--- src/rtl/mat_stream_driver.sv ---
// Byte-stream front end for the 2x2 matmul core: assembles A/B from a valid/ready
// byte stream, waits the core latency, captures C and streams it back out.
module mat_stream_driver #(
    parameter int unsigned MAT_LATENCY = 2
) (
    input  logic        clk,
    input  logic        rst,
    input  logic [7:0]  s_data,
    input  logic        s_valid,
    output logic        s_ready,
    output logic [7:0]  m_data,
    output logic        m_valid,
    input  logic        m_ready,
    output logic [31:0] A,
    output logic [31:0] B,
    input  logic [31:0] C,
    output logic        busy,
    output logic [15:0] op_count
);
    localparam int unsigned LAT_W = 4;
    localparam int unsigned IDX_W = 2;

    typedef enum logic [2:0] {
        IDLE,
        LOAD_A,
        LOAD_B,
        WAIT,
        SEND
    } state_t;

    state_t             state;
    logic [IDX_W-1:0]   idx;
    logic [IDX_W-1:0]   idx_nxt;
    logic [LAT_W-1:0]   lat_cnt;
    logic [31:0]        result;
    logic [4:0]         cur_base;
    logic [4:0]         nxt_base;

    // Bit offsets of the current and following byte lanes
    assign idx_nxt  = idx + IDX_W'(1);
    assign cur_base = {idx, 3'b000};
    assign nxt_base = {idx_nxt, 3'b000};

    always_ff @(posedge clk or negedge rst) begin
        if (!rst) begin
            state    <= IDLE;
            idx      <= '0;
            lat_cnt  <= '0;
            result   <= '0;
            A        <= '0;
            B        <= '0;
            op_count <= '0;
            s_ready  <= 1'b0;
            m_valid  <= 1'b0;
            m_data   <= '0;
            busy     <= 1'b0;
        end else begin
            case (state)
                IDLE: begin
                    state   <= LOAD_A;
                    idx     <= '0;
                    s_ready <= 1'b1;
                end
                LOAD_A: begin
                    if (s_valid && s_ready) begin
                        A[cur_base +: 8] <= s_data;
                        idx              <= idx_nxt;
                        if (idx == IDX_W'(3)) begin
                            state <= LOAD_B;
                        end
                    end
                end
                LOAD_B: begin
                    if (s_valid && s_ready) begin
                        B[cur_base +: 8] <= s_data;
                        idx              <= idx_nxt;
                        if (idx == IDX_W'(3)) begin
                            state   <= WAIT;
                            lat_cnt <= LAT_W'(MAT_LATENCY);
                            s_ready <= 1'b0;
                            busy    <= 1'b1;
                        end
                    end
                end
                WAIT: begin
                    // Capture C on the edge that ends the last latency cycle
                    if (lat_cnt == '0) begin
                        result  <= C;
                        state   <= SEND;
                        m_valid <= 1'b1;
                        m_data  <= C[7:0];
                    end else begin
                        lat_cnt <= lat_cnt - LAT_W'(1);
                    end
                end
                SEND: begin
                    if (m_ready) begin
                        idx <= idx_nxt;
                        if (idx == IDX_W'(3)) begin
                            op_count <= op_count + 16'd1;
                            state    <= LOAD_A;
                            m_valid  <= 1'b0;
                            m_data   <= '0;
                            s_ready  <= 1'b1;
                            busy     <= 1'b0;
                        end else begin
                            m_data <= result[nxt_base +: 8];
                        end
                    end
                end
                default: begin
                    state   <= IDLE;
                    idx     <= '0;
                    s_ready <= 1'b0;
                    m_valid <= 1'b0;
                    m_data  <= '0;
                    busy    <= 1'b0;
                end
            endcase
        end
    end

endmodule

--- config.mk ---
export PLATFORM = sky130hd
export DESIGN_NAME = mat_stream_driver
export DESIGN_NICKNAME = d
export VERILOG_FILES = /design/src/rtl/mat_stream_driver.sv
export SDC_FILE = /design/constraint.sdc
export NUM_CORES = 1
export LEC_CHECK = 0
export ABC_AREA = 1
export CELL_PAD_IN_SITES_DETAIL_PLACEMENT = 0
export CELL_PAD_IN_SITES_GLOBAL_PLACEMENT = 2
export CORE_MARGIN = 1
export CORE_UTILIZATION = 29
export CTS_CLUSTER_SIZE = 8
export DETAILED_ROUTE_END_ITERATION = 16
export PLACE_DENSITY = 0.87
export RECOVER_POWER = 100
export SYNTH_ARGS = -nofsm -noshare
export SYNTH_HDL_FRONTEND = slang
export SYNTH_SLANG_ARGS = --single-unit
--- constraint.sdc ---
create_clock -name clk -period 2.3 [get_ports clk]
set_clock_uncertainty 0.1 [all_clocks]
set_input_delay 0.345 -clock clk [delete_from_list [all_inputs] [get_ports clk]]
set_output_delay 0.345 -clock clk [all_outputs]
set_load 0.01 [all_outputs]
# ---- Word level (Yosys, flattened, before mapping)
# Cells that the tools add are included.
dict set report classes {
  n_addsub 4
  eq_ne 14
  shifts 3
  mux 31
  bitwise 4
  n_reduce_logical 19
}
# operator n
set op_table {}
lappend op_table {{32-bit bitwise mux} 2}
lappend op_table {{8-bit by 7-bit variable shift with 32-bit output, first input constant} 1}
lappend op_table {{32-bit by 6-bit variable part select with 8-bit output} 1}
lappend op_table {{8-bit by 7-bit variable part select with 32-bit output} 1}
lappend op_table {{8-bit 2-to-1 mux} 3}
lappend op_table {{8-bit one-hot mux with 3 select lines} 1}
lappend op_table {{3-bit 2-to-1 mux} 7}
lappend op_table {{16-bit by 1-bit adder with 16-bit output, second input constant} 1}
lappend op_table {{2-bit inequality test, second input constant} 8}
lappend op_table {{3-bit one-hot mux with 5 select lines} 1}
lappend op_table {{4-bit 2-to-1 mux} 3}
lappend op_table {{5-bit AND reduction} 2}
lappend op_table {{3-bit AND reduction} 3}
lappend op_table {{4-bit one-hot mux with 2 select lines} 1}
lappend op_table {{4-bit AND reduction} 2}
lappend op_table {{1-bit 2-to-1 mux} 7}
lappend op_table {{5-bit negation with 7-bit output} 1}
lappend op_table {{7-bit AND reduction} 1}
lappend op_table {{3-bit by 2-bit == test with 1-bit output, second input constant} 2}
lappend op_table {{1-bit one-hot mux with 3 select lines} 2}
lappend op_table {{2-bit one-hot mux with 3 select lines} 1}
lappend op_table {{2-bit AND reduction} 3}
lappend op_table {{3-bit OR reduction} 2}
lappend op_table {{4-bit zero test} 1}
lappend op_table {{other kinds (13)} 18}
dict set report totals {
  reg_bits 132
  inputBits 44
  out_inout_bits 91
  wordCells 86
}

# ---- Logic depth before layout (Yosys ltp)
dict set report depth {
  ltp_word 5
  ltp_mapped 11
  mapped_depth_nobuf 9
}

# ---- Worst setup path before layout
# OpenSTA, ideal clock, no wires.
dict set report synth_timing {
  path_type {register to register}
  startpoint {reg idx[0]}
  endpoint {reg B[10]}
  setup_time_ns 0.123
  arrival_ns 1.785
  required_time_ns 2.077
  slack_ns 0.292
  stages_incl_launch_ff 10
  n_path_buf 3
  synth_period_minus_slack_ns 2.008
  path_cell_list {dfrtp_1 > inv_1 > clkbuf_1 > ha_1 > buf_4 > clkinv_1 > buf_1 > nor3_1 > nand2_1 > nand2_1}
}
dict set report synth_between {
  elab_chain_cells 3
  word_cells_on_any_way 4
  classes_between {add/sub (1); shift (2); mux (1)}
}
# element line_no
set synth_lines {}
lappend synth_lines {{start, declared} 32} ;# logic [IDX_W-1:0] idx;
lappend synth_lines {{start signal, assigned} 67} ;# idx <= idx_nxt;
lappend synth_lines {{start signal, assigned} 76} ;# idx <= idx_nxt;
lappend synth_lines {{start signal, assigned} 98} ;# idx <= idx_nxt;
lappend synth_lines {{5-bit negation with 7-bit output *} 75} ;# B[cur_base +: 8] <= s_data;
lappend synth_lines {{8-bit by 7-bit variable part select with 32-bit output or 8-bit by 7-bit variable shift with 32-bit output (tied branches)} 75}
lappend synth_lines {{32-bit bitwise mux *} 75}
lappend synth_lines {{end signal, assigned by index} 75}
lappend synth_lines {{end, declared} 15} ;# output logic [31:0] B,
# Mark *: on every way between the ends. The rest lies on a longest branch, timed or not.
# A chain may end at the register's enable or synchronous reset.

# ---- Worst setup path in the final report
dict set report layout_timing {
  startpoint {reg idx[0]}
  endpoint {reg A[4]}
}
dict set report layout_between {
  elab_chain_cells 3
  word_cells_on_any_way 4
  classes_between {add/sub (1); shift (2); mux (1)}
}
# element line_no
set layout_lines {}
lappend layout_lines {{5-bit negation with 7-bit output *} 66} ;# A[cur_base +: 8] <= s_data;
lappend layout_lines {{8-bit by 7-bit variable part select with 32-bit output or 8-bit by 7-bit variable shift with 32-bit output (tied branches)} 66}
lappend layout_lines {{32-bit bitwise mux *} 66}
lappend layout_lines {{end signal, assigned by index} 66}
lappend layout_lines {{end, declared} 14} ;# output logic [31:0] A,
# Marked as above.

==> summary.txt <==
Critical path
  – CP Capture Type: flip-flop
  – Critical Path Start Type: flip-flop
  – Crit path buf inv count: 3
  – WP data required: 2.53 ns
  – Setup CP Type: reg -> reg
  – Critical Path AT: 2.22 ns
  – Largest delay contributor family on the critical path: buffers and inverters
  – CP Cell Sequence: inv_1, ha_1, clkinv_1, nand3_1, inv_1, nand2_1, o21ai_0
  – Critical-path maximum fanout: 7
  – CP max stage delay: 0.43 ns
  – Crit path max-delay cell type: dfrtp_1
  – Crit path top cell by count: inv_1

Min path
  – HP Class: in -> reg

Drt
  – Vias/cell: 4.43
  – Iter 0 DRT Violations: 244
  – Via count: 5324
  – Post-DRT Antenna Nets: 0
  – DRC Markers: 0
  – Average wire per standard cell: 14.6 um
  – DR pass1 iterations: 4
  – Total Routed Length: 17500 um

Floorplan
  – Total core area: 20500 sq um
  – Chip height: 148 um
  – # IOs: 135
  – Die area: 21800 sq um
  – Die width: 148 um
  – Placement row count: 52
  – Starting density of the core: 30.0%

Timing
  – Max_slew headroom: 22.9%
  – Tcrit/Tclk final: 86.4%
  – Finish-stage setup viols: 0
  – Fmax achieved: 503 MHz
  – Final hold vios: 0
  – Setup_tns: 0 ns
  – RSZ-0062 raised after global routing: false
  – Slew Viols, Final: 0
  – Fin worst setup slack: 0.312 ns
  – Crit path time final: 1.99 ns
  – Slew at the pin with the worst max-slew slack: 1.16 ns

Layout
  – Core Util, Final: 41.3%
  – Layout area overhead: 37.4%
  – Count of nets after finishing: 970
  – Non-filler cells, final: 1202
  – Post-route cell area: 8450 sq um
  – Layout cells sized above 1: 6.55%
  – Number of diodes: 0

CTS
  – Count of clock tree sinks: 132
  – Clock Root Buffer: clkbuf_16
  – CTS tree: yes
  – H-tree Lvls: 4
  – Cts bufs inserted: 17
  – Cts repair resizes: 0
  – Reg clk slew, reported paths: 0.06 ns
  – Clock latency on the worst-skew pair: 0.43 ns
  – Maximum clock path buffer count: 2

Job
  – # Max-Cap Violations: 0

Place
  – Port bufs: 134
  – Global placer's final weighted congestion: 0.792
  – Setup WS pre-CTS: 0.204 ns
  – Inst Count DP: 1169
  – DP HPWL: 13000 um
  – Placed Area: 7870 sq um

Synth
  – Synth async-reset ratio: 100%
  – Mapped Cells: 766
  – Top-count cell post-synth: nand2_1
  – Synthesis warning total: 0
  – Seq/Total Area, Yosys: 53.7%
  – Yosys cell types: 30
  – Most frequent cells after synthesis: 347 x nand2_1, 132 x dfrtp_1, 64 x o21ai_0
  – Synth area leaders: dfrtp_1 54%, nand2_1 21%, o21ai_0 5.2%
  – Synth Net Count: 817
  – Post-Syn Area per Cell: 8.03 sq um
  – Ys flop type: dfrtp_1
  – Post-synth top area cell: dfrtp_1
  – Cell area after synthesis: 6150 sq um
  – Register bit count reported by yosys: 132
  – Synth top area share: 53.7%
  – Post-synth EDFFs: 0

GRT
  – First-pass GRT wire length: 28900 um
  – Largest net degree at the start of global routing: 42
  – Vias in the first global route: 5335
  – GRT Resource Usage Total: 17.1%
  – Antenna violations before repair: 0
  – Global route total overflow: 0

Power and ir drop
  – Maximum vdd ir drop: 0.000491 V
  – Combinational Power Share: 32.4%
  – Pwr/cell area: 1080 nW/um^2
  – Switching power: 3.33 mW
  – Sequential share of power: 35.8%
  – Sw Ratio: 36.4%
  – Clk network pwr share: 31.9%
  – P_int: 5.82 mW
  – P_leak: 4.44 nW

Status
  – Status: finished, final reports clean
-- worst paths after layout --
kind	start	slack, ns	depth (start not counted)	end
min reg2reg	B[25]	0.37	2	B[25]
max	idx[0]	0.31	7	A[4]
min in group asynchronous	rst	0.57	2	B[14]
min	C[11]	0.35	3	result[11]
max reg2reg	idx[0]	0.31	7	A[4]
max in group asynchronous	rst	0.32	3	op_count[11]
-- power by group through the flow --
stage          Sequential, mW  Combinational [mW]  Clock [mW]
4_1_cts                  3.28                3.14        2.97
3_5_place_dp             3.31                3.12           0
6_report                 3.27                2.96        2.92
3_3_place_gp             3.31                3.11           0
5_1_grt                  3.35                3.38        3.07
2_1_floorplan            3.31                1.88           0
-- layout make-up --
| class | count | area (sq um) |
|---|---|---|
| tap | 270 | 338 |
| fill | 2078 | 12000 |
| sequential | 132 | 3300 |
| clock inverter | 14 | 203 |
| timing repair buffer | 159 | 1510 |
| clock buffer | 18 | 429 |
| multi-input combinational | 559 | 2480 |
| inverter | 50 | 190 |
-- worst reg2reg max path, delay by kind of cell, from the launching register on --
family / cells / cell delay (ns)
and+or+nand+nor: 2 / 0.38
AOI/OAI and AO/OA: 1 / 0.18
adders and majority gates: 1 / 0.33
buffers and inverters: 3 / 0.48
DFF: 1 / 0.43
-- routing by layer --
| metal | vias to the layer above | part of all wire (%) | track usage (%) |
|---|---|---|---|
| met5 | - | 0 | 0 |
| met3 | 15 | 4.5 | 3.70 |
| met4 | 0 | 1.2 | 5.05 |
| met2 | 121 | 46 | 27.3 |
| met1 | 2449 | 49 | 23.3 |
| li1 | 2739 | - | - |
-- registers in the layout (all words and copies together) (netlist names) --
name,count
m_data,8
m_valid,1
op_count,16
B,32
busy,1
result,32
lat_cnt,4
idx,2
state,3
s_ready,1
A,32
-- metrics by stage --
stage | power, mW | hold WS, ns
2_1_floorplan | 5.19 | -0.0506
3_3_place_gp | 6.42 | 0.187
3_5_place_dp | 6.43 | 0.190
4_1_cts | 9.39 | 0.310
5_1_grt | 9.80 | 0.347
6_report | 9.15 | 0.351
-- placed cells by master, fill, tap and decap left out, drive strengths merged, types with 6 or more instances in the layout --
cell type	count
buf	14
clkbuf	29
clkdlybuf4s50	42
dfrtp	132
dlygate4sd3	92
ha	7
inv	52
nand2	348
nand3	46
nor2	41
nor3	17
o21ai	75
o31ai	6
xor2	6
-- cell families (layout without fill, tap and decap cells) --
| logic type | count (synthesis) | after routing | share of synthesized area [%] |
|---|---|---|---|
| flip-flops | 132 | 132 | 53.7 |
| AO/OA/AOI/OAI | 83 | 83 | 7.02 |
| buffers and inverters | 75 | 241 | 5.68 |
| adder cells (fa/ha/maj) | 7 | 7 | 1.42 |
| AND/OR/NAND/NOR | 458 | 458 | 30.6 |
| XOR/XNOR | 11 | 11 | 1.57 |
-- repair_timing --
| item | in CTS | in global routing |
|---|---|---|
| hold endpoints to repair | 38 | 0 |
| hold buffers | 1 | 0 |
| buffers inserted | 0 | 0 |
No activity file was read; power rests on OpenSTA's default activity.
